==> config.mk <==
export PLATFORM = sky130hd
export DESIGN_NAME = pwm_fan_driver
export DESIGN_NICKNAME = d
export VERILOG_FILES = /design/src/rtl/pwm_fan_driver_pkg.sv /design/src/rtl/pwm_fan_driver_timebase.sv /design/src/rtl/pwm_fan_driver.sv
export SDC_FILE = /design/constraint.sdc
export NUM_CORES = 1
export LEC_CHECK = 0
export ABC_AREA = 1
export BUFFER_PORTS_ARGS = -buffer_cell sky130_fd_sc_hd__buf_2
export CAP_MARGIN = 20
export CELL_PAD_IN_SITES_DETAIL_PLACEMENT = 1
export CELL_PAD_IN_SITES_GLOBAL_PLACEMENT = 2
export CORE_ASPECT_RATIO = 0.9
export CORE_MARGIN = 2
export CORE_UTILIZATION = 35
export CTS_CLUSTER_SIZE = 24
export DETAILED_ROUTE_END_ITERATION = 16
export GPL_ROUTABILITY_DRIVEN = 0
export PLACE_DENSITY = 0.91
export SLEW_MARGIN = 10
export SYNTH_ARGS = -nofsm -noshare
export SYNTH_HDL_FRONTEND = slang
export SYNTH_HIERARCHICAL = 1
export SYNTH_SLANG_ARGS = --single-unit
export TNS_END_PERCENT = 50
==> constraint.sdc <==
create_clock -name clk_i -period 3.9 [get_ports clk_i]
set_clock_uncertainty 0.1 [all_clocks]
set_input_delay 0.78 -clock clk_i [delete_from_list [all_inputs] [get_ports clk_i]]
set_output_delay 0.78 -clock clk_i [all_outputs]
set_load 0.02 [all_outputs]
==> src/rtl/pwm_fan_driver_pkg.sv <==
// Shared definitions for the fan PWM driver: FSM state encoding and the
// PWM period / full-scale constant derived from the duty width.
package pwm_fan_driver_pkg;

  typedef enum logic [1:0] {
    ST_OFF  = 2'd0,
    ST_KICK = 2'd1,
    ST_RUN  = 2'd2
  } fan_state_t;

  // PWM period in counter ticks; it also equals the full-scale duty value.
  function automatic int unsigned pwm_period(input int unsigned w);
    return (32'd1 << w) - 32'd1;
  endfunction

endpackage

==> src/rtl/pwm_fan_driver_timebase.sv <==
// PWM timebase: clock prescaler, PWM counter over 0..P-1 and the period
// divider that paces the PID core's clock-enable strobe.
module pwm_timebase
  import pwm_fan_driver_pkg::*;
#(
  parameter int CNT_W    = 8,
  parameter int PRESCALE = 4,
  parameter int PID_DIV  = 16
) (
  input  logic             i_clk,
  input  logic             i_rst,
  input  logic             i_en,
  output logic             o_wrap,
  output logic             o_pid_stb,
  output logic [CNT_W-1:0] o_cnt
);

  localparam int unsigned P     = pwm_period(CNT_W);
  localparam int          PRE_W = (PRESCALE > 1) ? $clog2(PRESCALE) : 1;
  localparam int          DIV_W = (PID_DIV > 1) ? $clog2(PID_DIV) : 1;

  logic [PRE_W-1:0] r_pre;
  logic [CNT_W-1:0] r_cnt;
  logic [DIV_W-1:0] r_per;
  logic             r_pid_stb;
  logic             w_tick;
  logic             w_wrap;
  logic             w_div_last;

  assign w_tick     = i_en && (r_pre == PRE_W'(PRESCALE - 1));
  assign w_wrap     = w_tick && (r_cnt == CNT_W'(P - 1));
  assign w_div_last = (r_per == DIV_W'(PID_DIV - 1));

  always_ff @(posedge i_clk) begin
    if (i_rst || !i_en) begin
      r_pre     <= '0;
      r_cnt     <= '0;
      r_per     <= '0;
      r_pid_stb <= 1'b0;
    end else begin
      r_pre <= w_tick ? '0 : r_pre + 1'b1;
      if (w_tick) r_cnt <= w_wrap ? '0 : r_cnt + 1'b1;
      if (w_wrap) r_per <= w_div_last ? '0 : r_per + 1'b1;
      // Registered so the strobe is a clean single cycle after the wrap edge.
      r_pid_stb <= w_wrap && w_div_last;
    end
  end

  assign o_wrap    = w_wrap;
  assign o_pid_stb = r_pid_stb;
  assign o_cnt     = r_cnt;

endmodule

==> src/rtl/pwm_fan_driver.sv <==
// Fan PWM driver: clamps the signed PID output to a duty, runs the
// OFF/KICK/RUN spin-up state machine at each PWM wrap and drives the pin.
module pwm_fan_driver
  import pwm_fan_driver_pkg::*;
#(
  parameter int ADC_BITWIDTH = 8,
  parameter int PRESCALE     = 4,
  parameter int PID_DIV      = 16,
  parameter int KICK_PERIODS = 32,
  parameter int MIN_DUTY     = 64
) (
  input  logic                           clk_i,
  input  logic                           rst_i,
  input  logic                           en_i,
  input  logic signed [ADC_BITWIDTH:0]   pid_val_i,
  output logic                           pwm_o,
  output logic                           clk_en_pid_o,
  output logic [ADC_BITWIDTH-1:0]        duty_o,
  output logic                           running_o
);

  localparam int                      KICK_W = $clog2(KICK_PERIODS + 1);
  localparam logic [ADC_BITWIDTH-1:0] FULL   = '1;

  logic                    w_wrap;
  logic                    w_pid_stb;
  logic [ADC_BITWIDTH-1:0] w_cnt;
  logic [ADC_BITWIDTH-1:0] w_duty_in;
  fan_state_t              r_state;
  logic [KICK_W-1:0]       r_kick;
  logic [ADC_BITWIDTH-1:0] r_eff;
  logic                    r_pwm;

  function automatic logic [ADC_BITWIDTH-1:0] clamp_pid(input logic signed [ADC_BITWIDTH:0] v);
    return v[ADC_BITWIDTH] ? '0 : v[ADC_BITWIDTH-1:0];
  endfunction

  function automatic logic [ADC_BITWIDTH-1:0] run_duty(input logic [ADC_BITWIDTH-1:0] d);
    return (d < ADC_BITWIDTH'(MIN_DUTY)) ? ADC_BITWIDTH'(MIN_DUTY) : d;
  endfunction

  pwm_timebase #(
    .CNT_W   (ADC_BITWIDTH),
    .PRESCALE(PRESCALE),
    .PID_DIV (PID_DIV)
  ) u_timebase (
    .i_clk    (clk_i),
    .i_rst    (rst_i),
    .i_en     (en_i),
    .o_wrap   (w_wrap),
    .o_pid_stb(w_pid_stb),
    .o_cnt    (w_cnt)
  );

  assign w_duty_in = clamp_pid(pid_val_i);

  // State and effective duty only move at a wrap, using the duty sampled there.
  always_ff @(posedge clk_i) begin
    if (rst_i || !en_i) begin
      r_state <= ST_OFF;
      r_kick  <= '0;
      r_eff   <= '0;
    end else if (w_wrap) begin
      case (r_state)
        ST_OFF: begin
          if (w_duty_in != '0) begin
            r_state <= ST_KICK;
            r_kick  <= '0;
            r_eff   <= FULL;
          end else begin
            r_eff   <= '0;
          end
        end
        ST_KICK: begin
          if (w_duty_in == '0) begin
            r_state <= ST_OFF;
            r_eff   <= '0;
          end else if (r_kick == KICK_W'(KICK_PERIODS - 1)) begin
            r_state <= ST_RUN;
            r_eff   <= run_duty(w_duty_in);
          end else begin
            r_kick  <= r_kick + 1'b1;
            r_eff   <= FULL;
          end
        end
        ST_RUN: begin
          if (w_duty_in == '0) begin
            r_state <= ST_OFF;
            r_eff   <= '0;
          end else begin
            r_eff   <= run_duty(w_duty_in);
          end
        end
        default: begin
          r_state <= ST_OFF;
          r_eff   <= '0;
        end
      endcase
    end
  end

  always_ff @(posedge clk_i) begin
    if (rst_i || !en_i) r_pwm <= 1'b0;
    else                r_pwm <= (w_cnt < r_eff);
  end

  assign pwm_o        = r_pwm;
  assign clk_en_pid_o = w_pid_stb;
  assign duty_o       = r_eff;
  assign running_o    = (r_state != ST_OFF);

endmodule

# After elaboration in Yosys (flattened, before gate mapping)
# Index checks and enable logic that the tools add are counted.
# word_totals
output_inout_bits,11
n_memories,0
inputBits,12
mem_bits_rw,0
mem_bits_ro,0
elab_cells,56
latch_bits,0
ff_bits,32
# classes
bitwise_logic,0
magnitude_cmp,2
div_mod_pow,0
mul,0
n_addsub,4
muxes,18
n_shift,0
reduce_logical,13
n_eq_ne,11
# ops
op,count
$mux W8,7
$pmux W8 S3,1
$mux W6,3
$pmux W6 S2,1
$add A8 B1 Y8 const B,1
$eq A8 B8 Y1 const B,1
$logic_not A8 Y1,1
$lt A8 B7 Y1 const B,1
$lt A8 B8 Y1,1
$mux W2,4
$ne A2 B2 Y1 const B,4
$reduce_bool A8 Y1,1
$add A6 B1 Y6 const B,1
$eq A6 B5 Y1 const B,1
$pmux W2 S3,1
$reduce_and A5 Y1,1
$add A4 B1 Y4 const B,1
$eq A2 B2 Y1 const B,2
$eq A4 B4 Y1 const B,1
$mux W4,1
$reduce_and A4 Y1,1
$reduce_bool A2 Y1,2
$logic_and A1 B1 Y1,3
$ne A3 B3 Y1 const B,1
other kinds (6),6

# Logic depth before layout (Yosys ltp)
# Gate-level depths: netlist (run 1).
# depth
ltp_word,6
depth_mapped,12
depth_no_buf,11

# By module
# The synthesis (run 1) kept the hierarchy.
# by_module_without_submodules
mod,cells_per_inst,area_per_inst_um2,n_inst,seq_area_each_um2
pwm_fan_driver,181,1226.2,1,340.3
pwm_timebase,106,795.8,1,300.3

# Worst setup path after synthesis (run 1)
# Ideal clock, no wire load.
# synth_timing
kind,input port to flip-flop
start,in en_i
end,"reg r_eff[0], in the netlist duty_o[0]"
required_time_ns,3.729
slack_ns,1.832
cell_stages,10
path_buffers,1
arrival_time_ns,1.898
setup_time_ns,0.071
cell_sequence,nand2_2 -> nor3_1 -> and3_1 -> buf_2 -> inv_1 -> a21oi_1 -> o21ai_1 -> inv_2 -> nand2_1 -> a21oi_1
# synth_via
elab_chain_len,2
elab_cells_between_ends,4
cone_classes,reduce/logical (4)
# synth_lines
element,line,text
from (decl),pwm_fan_driver.sv:14,"input logic en_i,"
$logic_and A1 B1 Y1,pwm_fan_driver_timebase.sv:30,assign w_tick = i_en && (r_pre == PRE_W'(PRESCALE - 1));
$logic_and A1 B1 Y1,pwm_fan_driver_timebase.sv:31,assign w_wrap = w_tick && (r_cnt == CNT_W'(P - 1));
net w_wrap,pwm_fan_driver.sv:25,logic w_wrap;
to (signal assigned),pwm_fan_driver.sv:80,r_eff <= run_duty(w_duty_in);
to (signal assigned),pwm_fan_driver.sv:91,r_eff <= run_duty(w_duty_in);
to (decl),pwm_fan_driver.sv:31,logic [ADC_BITWIDTH-1:0] r_eff;
# The timed path passes the listed nets, and every way through them passes these cells.
# A chain may end at the register's enable or synchronous reset.

# Final worst setup path (run 1)
# layout_timing
start,in en_i
end,"reg r_eff[2], in the netlist duty_o[2]"
# The elaborated chain is that of the path after synthesis.

==> flow_summary.yaml, run 1 <==
pwr:
  net-switching-power_mw: 0.1583
  peakVddDrop_v: 0.0001993
  comb_power_share_pct: 6.7
  p_int_mw: 0.4821
  p_leak_nw: 0.8973
  seq_power_share_pct: 51.2
  swShare_pct: 24.72
  clockPowerShare_pct: 42.1
  power-per-cell-area_nw_per_um2: 278.0
logic_synthesis:
  synth_common_cells: "nand2_1, inv_1, dfxtp_1"
  yosysWarningCount: 6
  synth_top_family_by_area: "simple AND/OR/NAND/NOR gates"
  ys_async_sr_fraction_pct: 0
  synthTopCellsByArea: "dfxtp_1, nand2_1, ha_1"
  yosysTopAreaCellShare_pct: 31.68
  synthSimpleGateAreaFrac_pct: 39.48
  synth.distinct_cells: 35
  synthXorXnorAreaFrac_pct: 3.465
  synth.most_common_cell: "nand2_1"
  syn_avg_cell_area_sq_um: 7.045
  synth-compound-area-share_pct: 9.468
  postSynthCellCount: 287
  synth_area_leader_cell: "dfxtp_1"
  synth-seq-cells: 32
  synth_mux_area_share_pct: 0
  synth_ff_type: "dfxtp_1"
  synth_nets: 311
  yosysSeqAreaShare_pct: 31.68
  syn_area_sq_um: 2022
  synth_edf_count: 0
  synthAdderAreaFrac_pct: 7.426
global_route:
  antenna_found_initial: 0
  grtUsageTotal_pct: 16.25
  grt.overflow.total: 0
  grt_pass1_wl_mm: 8.355
  grt_pass1_vias: 1802
  grt_max_degree: 17
detailed_routing:
  drtIter0Drc: 50
  viasPerCell: 4.873
  dr.pass1.iters: 4
  drc: 0
  wirelength_mm: 4.803
  antenna_left: 0
  wl_per_cell_um: 12.48
  vias: 1876
layout:
  nets: 338
  antenna_cells: 0
  area_delta_synth_final_pct: 13.92
  stdcell_count: 385
  drive_gt1_share_pct: 20.95
cts:
  postCtsResizedCells: 0
  root_buffer: "clkbuf_8"
  cts_tree: "built"
  post_cts_buffers: 0
  clk_latency_ns: 0.29
  clock_path_buffers: 2
  cts_inserted_buffers: 5
  ctsHoldBuffers: 0
  cts.sinks: 32
  cts_max_level: 2
  clkTransAtPathRegs_ns: 0.07
sta:
  relSlewSlack_pct: 59.51
  period_share_pct: 56.46
  setup_tns_ns: 0
  finalSetupViolations: 0
  rsz0062_at_grt: "no"
  max_freq_mhz: 454.1
  hold_viol: 0
  worst_pin_slew_ns: 0.6068
  period_needed_ns: 2.202
  whs_ns: 0.3305
  maxSlewViolCount: 0
floorplan:
  core_area_sq_um: 5628
  die_y_um: 76.11
  fp.dieArea_sq_um: 6402
  ios: 23
  start_util_pct: 35.93
  die_w_um: 84.12
  std_cell_rows: 26
critical_path:
  criticalPathCategory: "in -> reg"
  cp.arrival_ns: 2.31
  required_ns: 4.01
  worstSetupStartpointType: "primary input"
  cp_max_fo: 9
  critPathCaptureType: "register"
min_path:
  hold_class: "reg -> reg"
place:
  hpwlAfterDp_mm: 3.844
  place_inst: 377
  port_buffers: 22
run_status:
  status: "finished clean"
run:
  drv_cap: 0
state kept, by name (all words and copies together) (netlist names):
register	cells
u_timebase/r_per	4
duty_o	8
pwm_o	1
u_timebase/r_pre	2
r_state	2
r_kick	6
u_timebase/o_pid_stb	1
u_timebase/o_cnt	8
critical path, stage by stage:
cell and delay (ns):
buf_2 0.10, nand2_2 0.12, nor3_1 0.21, and3_1 0.37, inv_1 0.22, a21oi_1 0.15, o21ai_1 0.09, inv_2 0.10
nand2_1 0.06, a21oi_1 0.12
kinds of logic after synthesis:
group	after synthesis
AND/OR/NAND/NOR	158
buffers and inverters	44
AO/OA/AOI/OAI	33
flip-flops	32
adder cells (fa/ha/maj)	12
XOR/XNOR	8
layout make-up:
class	count	area, sq um
multi-input cells	211	1210
clock buffers	6	82.58
fillers	748	3324
repair buffers	22	110.1
flip-flops and latches	32	640.6
well taps	70	87.58
clock inverters	2	10.01
inverters	42	162.7
metal layers:
metal  wire length (um)  global-route usage, %
met1               2474                  22.27
met2               2100                  23.65
met3                162                  5.525
met4                 65                  5.806
met5                  0                      0
placed cells by master (no fill, tap or decap), types with 3 or more instances in the layout:
cell type  count
a21oi_1       21
a21oi_2        3
buf_2         22
clkbuf_8       6
dfxtp_1       32
ha_1          12
inv_1         35
inv_2          5
nand2_1       73
nand2_2       11
nand2_4        3
nand3_1       19
nand4_1        7
nor2_1        26
nor2_4         5
nor3_1         4
o21ai_0        4
xor2_1         7
metrics by stage:
step / setup WS (ns) / total power [mW] / cell area, sq um / utilization, %
finish: 1.698 / 0.6404 / 2303 / 40.93
global route: 1.484 / 0.6698 / 2303 / 40.93
CTS: 1.701 / 0.6544 / 2303 / 40.93
detailed placement: 1.395 / 0.3791 / 2211 / 39.28
global placement: 1.482 / 0.3779 / 2211 / 39.28
floorplan: 1.832 / 0.3645 / 2022 / -
power by group through the flow:
stage | logic [mW] | clock network (mW) | registers, mW
2_1_floorplan | 0.0290 | 0 | 0.335
3_3_place_gp | 0.0424 | 0 | 0.336
3_5_place_dp | 0.0435 | 0 | 0.336
4_1_cts | 0.0436 | 0.283 | 0.328
5_1_grt | 0.0481 | 0.294 | 0.328
6_report | 0.0427 | 0.270 | 0.328
final timing paths:
| path | to | slack [ns] | cells after the start | start |
|---|---|---|---|---|
| setup / recovery | duty_o[2] | 1.70 | 10 | en_i |
| setup reg to reg | duty_o[2] | 1.78 | 10 | u_timebase/r_pre[0] |
| hold / removal | u_timebase/r_pre[0] | 0.33 | 1 | u_timebase/r_pre[0] |
| hold reg to reg | u_timebase/r_pre[0] | 0.33 | 1 | u_timebase/r_pre[0] |
No activity file was read; power rests on OpenSTA's default activity.
==> inputs of run 2 (changes only) <==
--- a/config.mk
+++ b/config.mk
@@ -12,11 +12,11 @@
 export CELL_PAD_IN_SITES_GLOBAL_PLACEMENT = 2
 export CORE_ASPECT_RATIO = 0.9
 export CORE_MARGIN = 2
-export CORE_UTILIZATION = 35
+export CORE_UTILIZATION = 29
 export CTS_CLUSTER_SIZE = 24
 export DETAILED_ROUTE_END_ITERATION = 16
 export GPL_ROUTABILITY_DRIVEN = 0
-export PLACE_DENSITY = 0.91
+export PLACE_DENSITY = 0.81
 export SLEW_MARGIN = 10
 export SYNTH_ARGS = -nofsm -noshare
 export SYNTH_HDL_FRONTEND = slang
==> constraint.sdc (replaced) <==
create_clock -name clk_i -period 1.85 [get_ports clk_i]
set_clock_uncertainty 0.1 [all_clocks]
set_input_delay 0.37 -clock clk_i [delete_from_list [all_inputs] [get_ports clk_i]]
set_output_delay 0.37 -clock clk_i [all_outputs]
set_load 0.02 [all_outputs]
==> flow_summary.yaml, run 2 (synthesis results as in run 1) <==
run_status:
  status: "finished clean"
global_route:
  grt_pass1_wl_mm: 8.866
  antenna_found_initial: 0
  grtUsageTotal_pct: 14.27
  grt_pass1_vias: 1935
  grt_max_degree: 11
  grt.overflow.total: 0
cts:
  ctsHoldBuffers: 0
  cts.sinks: 32
  clock_path_buffers: 2
  cts_inserted_buffers: 5
  clkTransAtPathRegs_ns: 0.07
  cts_tree: "built"
  clk_latency_ns: 0.28
  post_cts_buffers: 0
  cts_max_level: 2
  root_buffer: "clkbuf_8"
floorplan:
  ios: 23
  std_cell_rows: 28
  die_w_um: 92.02
  die_y_um: 83.22
  fp.dieArea_sq_um: 7657
  core_area_sq_um: 6656
  start_util_pct: 30.38
detailed_routing:
  wl_per_cell_um: 12.04
  antenna_left: 0
  viasPerCell: 4.567
  dr.pass1.iters: 4
  drtIter0Drc: 50
  wirelength_mm: 5.010
  vias: 1900
  drc: 0
critical_path:
  worstSetupStartpointType: "register"
  r2r_setup_slack_ns: 0.19
  required_ns: 1.96
  r2r-end: "duty_o[0]"
  r2r-start: "u_timebase/o_cnt[0]"
  r2r_cells: 11
  cp.arrival_ns: 1.78
  criticalPathCategory: "reg -> reg"
  cp_max_fo: 5
  critPathCaptureType: "register"
min_path:
  hold_class: "in -> reg"
  worstHoldPathCells: 4
  holdPathEnd: "r_state[1]"
  hp-start: "rst_i"
layout:
  final_util_pct: 36.47
  stdcell_count: 416
  seq_area_sq_um: 641.9
  multi_input_area_sq_um: 1225
  area_delta_synth_final_pct: 20.05
  layout_common_cells: "nand2_1, inv_1, dfxtp_1"
  final_common_cell: "nand2_1"
  nFillCells: 888
  drive_gt1_share_pct: 25.46
  nets: 349
  antenna_cells: 0
sta:
  setup_tns_ns: 0
  relSlewSlack_pct: 75.74
  period_share_pct: 89.86
  max_freq_mhz: 601.6
  whs_ns: 0.3164
  hold_viol: 0
  maxSlewViolCount: 0
  finalSetupViolations: 0
  period_needed_ns: 1.662
  worst_pin_slew_ns: 0.3612
pwr:
  power_mw: 1.351
  p_leak_nw: 0.9504
  peakVddDrop_v: 0.0002162
  power-per-cell-area_nw_per_um2: 556.4
run:
  drv_cap: 0
place:
  place_inst: 408
  port_buffers: 22
  hpwlAfterDp_mm: 4.074
==> run 2: timing repair <==
action,CTS,global route
resized for setup,0,7
hold endpoints to repair,0,0
endpoints found under the setup margin,0,13
==> run 2: worst max path at each step <==
stage / from / end / slack (ns) / depth (start not counted)
finish: u_timebase/o_cnt[0] / duty_o[0] / 0.19 / 11
global route: u_timebase/o_cnt[0] / duty_o[1] / -0.0002 / 11
global placement: u_timebase/o_cnt[0] / duty_o[0] / 0.12 / 11
CTS: u_timebase/o_cnt[0] / r_kick[3] / 0.06 / 9
floorplan: u_timebase/r_pre[0] / duty_o[0] / 0.08 / 11
detailed placement: u_timebase/o_cnt[0] / r_kick[3] / 0.08 / 9
==> run 2: where the power goes <==
| part | switching [mW] | internal (mW) |
|---|---|---|
| Clock | 0.269 | 0.297 |
| Combinational | 0.0614 | 0.0316 |
| Sequential | 0.000915 | 0.691 |
| Total | 0.332 | 1.02 |
==> run 2: final cells by class <==
type | count | share of cell area [%]
tap | 90 | 4.639
inverter | 42 | 6.701
multi-input combinational | 211 | 50.46
clock buffer | 6 | 3.402
sequential | 32 | 26.44
timing repair buffer | 33 | 7.938
clock inverter | 2 | 0.4124
==> run 2: layer usage <==
metal | up-vias | wire length [um] | track usage (%)
met4 | 0 | 48 | 4.478
li1 | 998 | - | -
met3 | 4 | 149 | 3.267
met5 | - | 0 | 0
met1 | 881 | 2649 | 19.99
met2 | 17 | 2163 | 21.66
==> run 2: critical path, stage by stage (launching register included) <==
cell	delay [ns]
dfxtp_2	0.35
inv_2	0.07
ha_2	0.17
inv_1	0.06
nor2_2	0.12
and3_4	0.22
inv_1	0.06
a21oi_1	0.10
o21ai_1	0.09
inv_2	0.10
nand2_1	0.06
a21oi_1	0.11
==> run 2: metrics by stage <==
stage | cell area [sq um] | worst slack, ns
after floorplan | 2022 | 0.08040
after global placement | 2318 | 0.1207
after detailed placement | 2318 | 0.07847
after CTS | 2411 | 0.06229
after global routing | 2427 | -0.0002451
final | 2427 | 0.1876
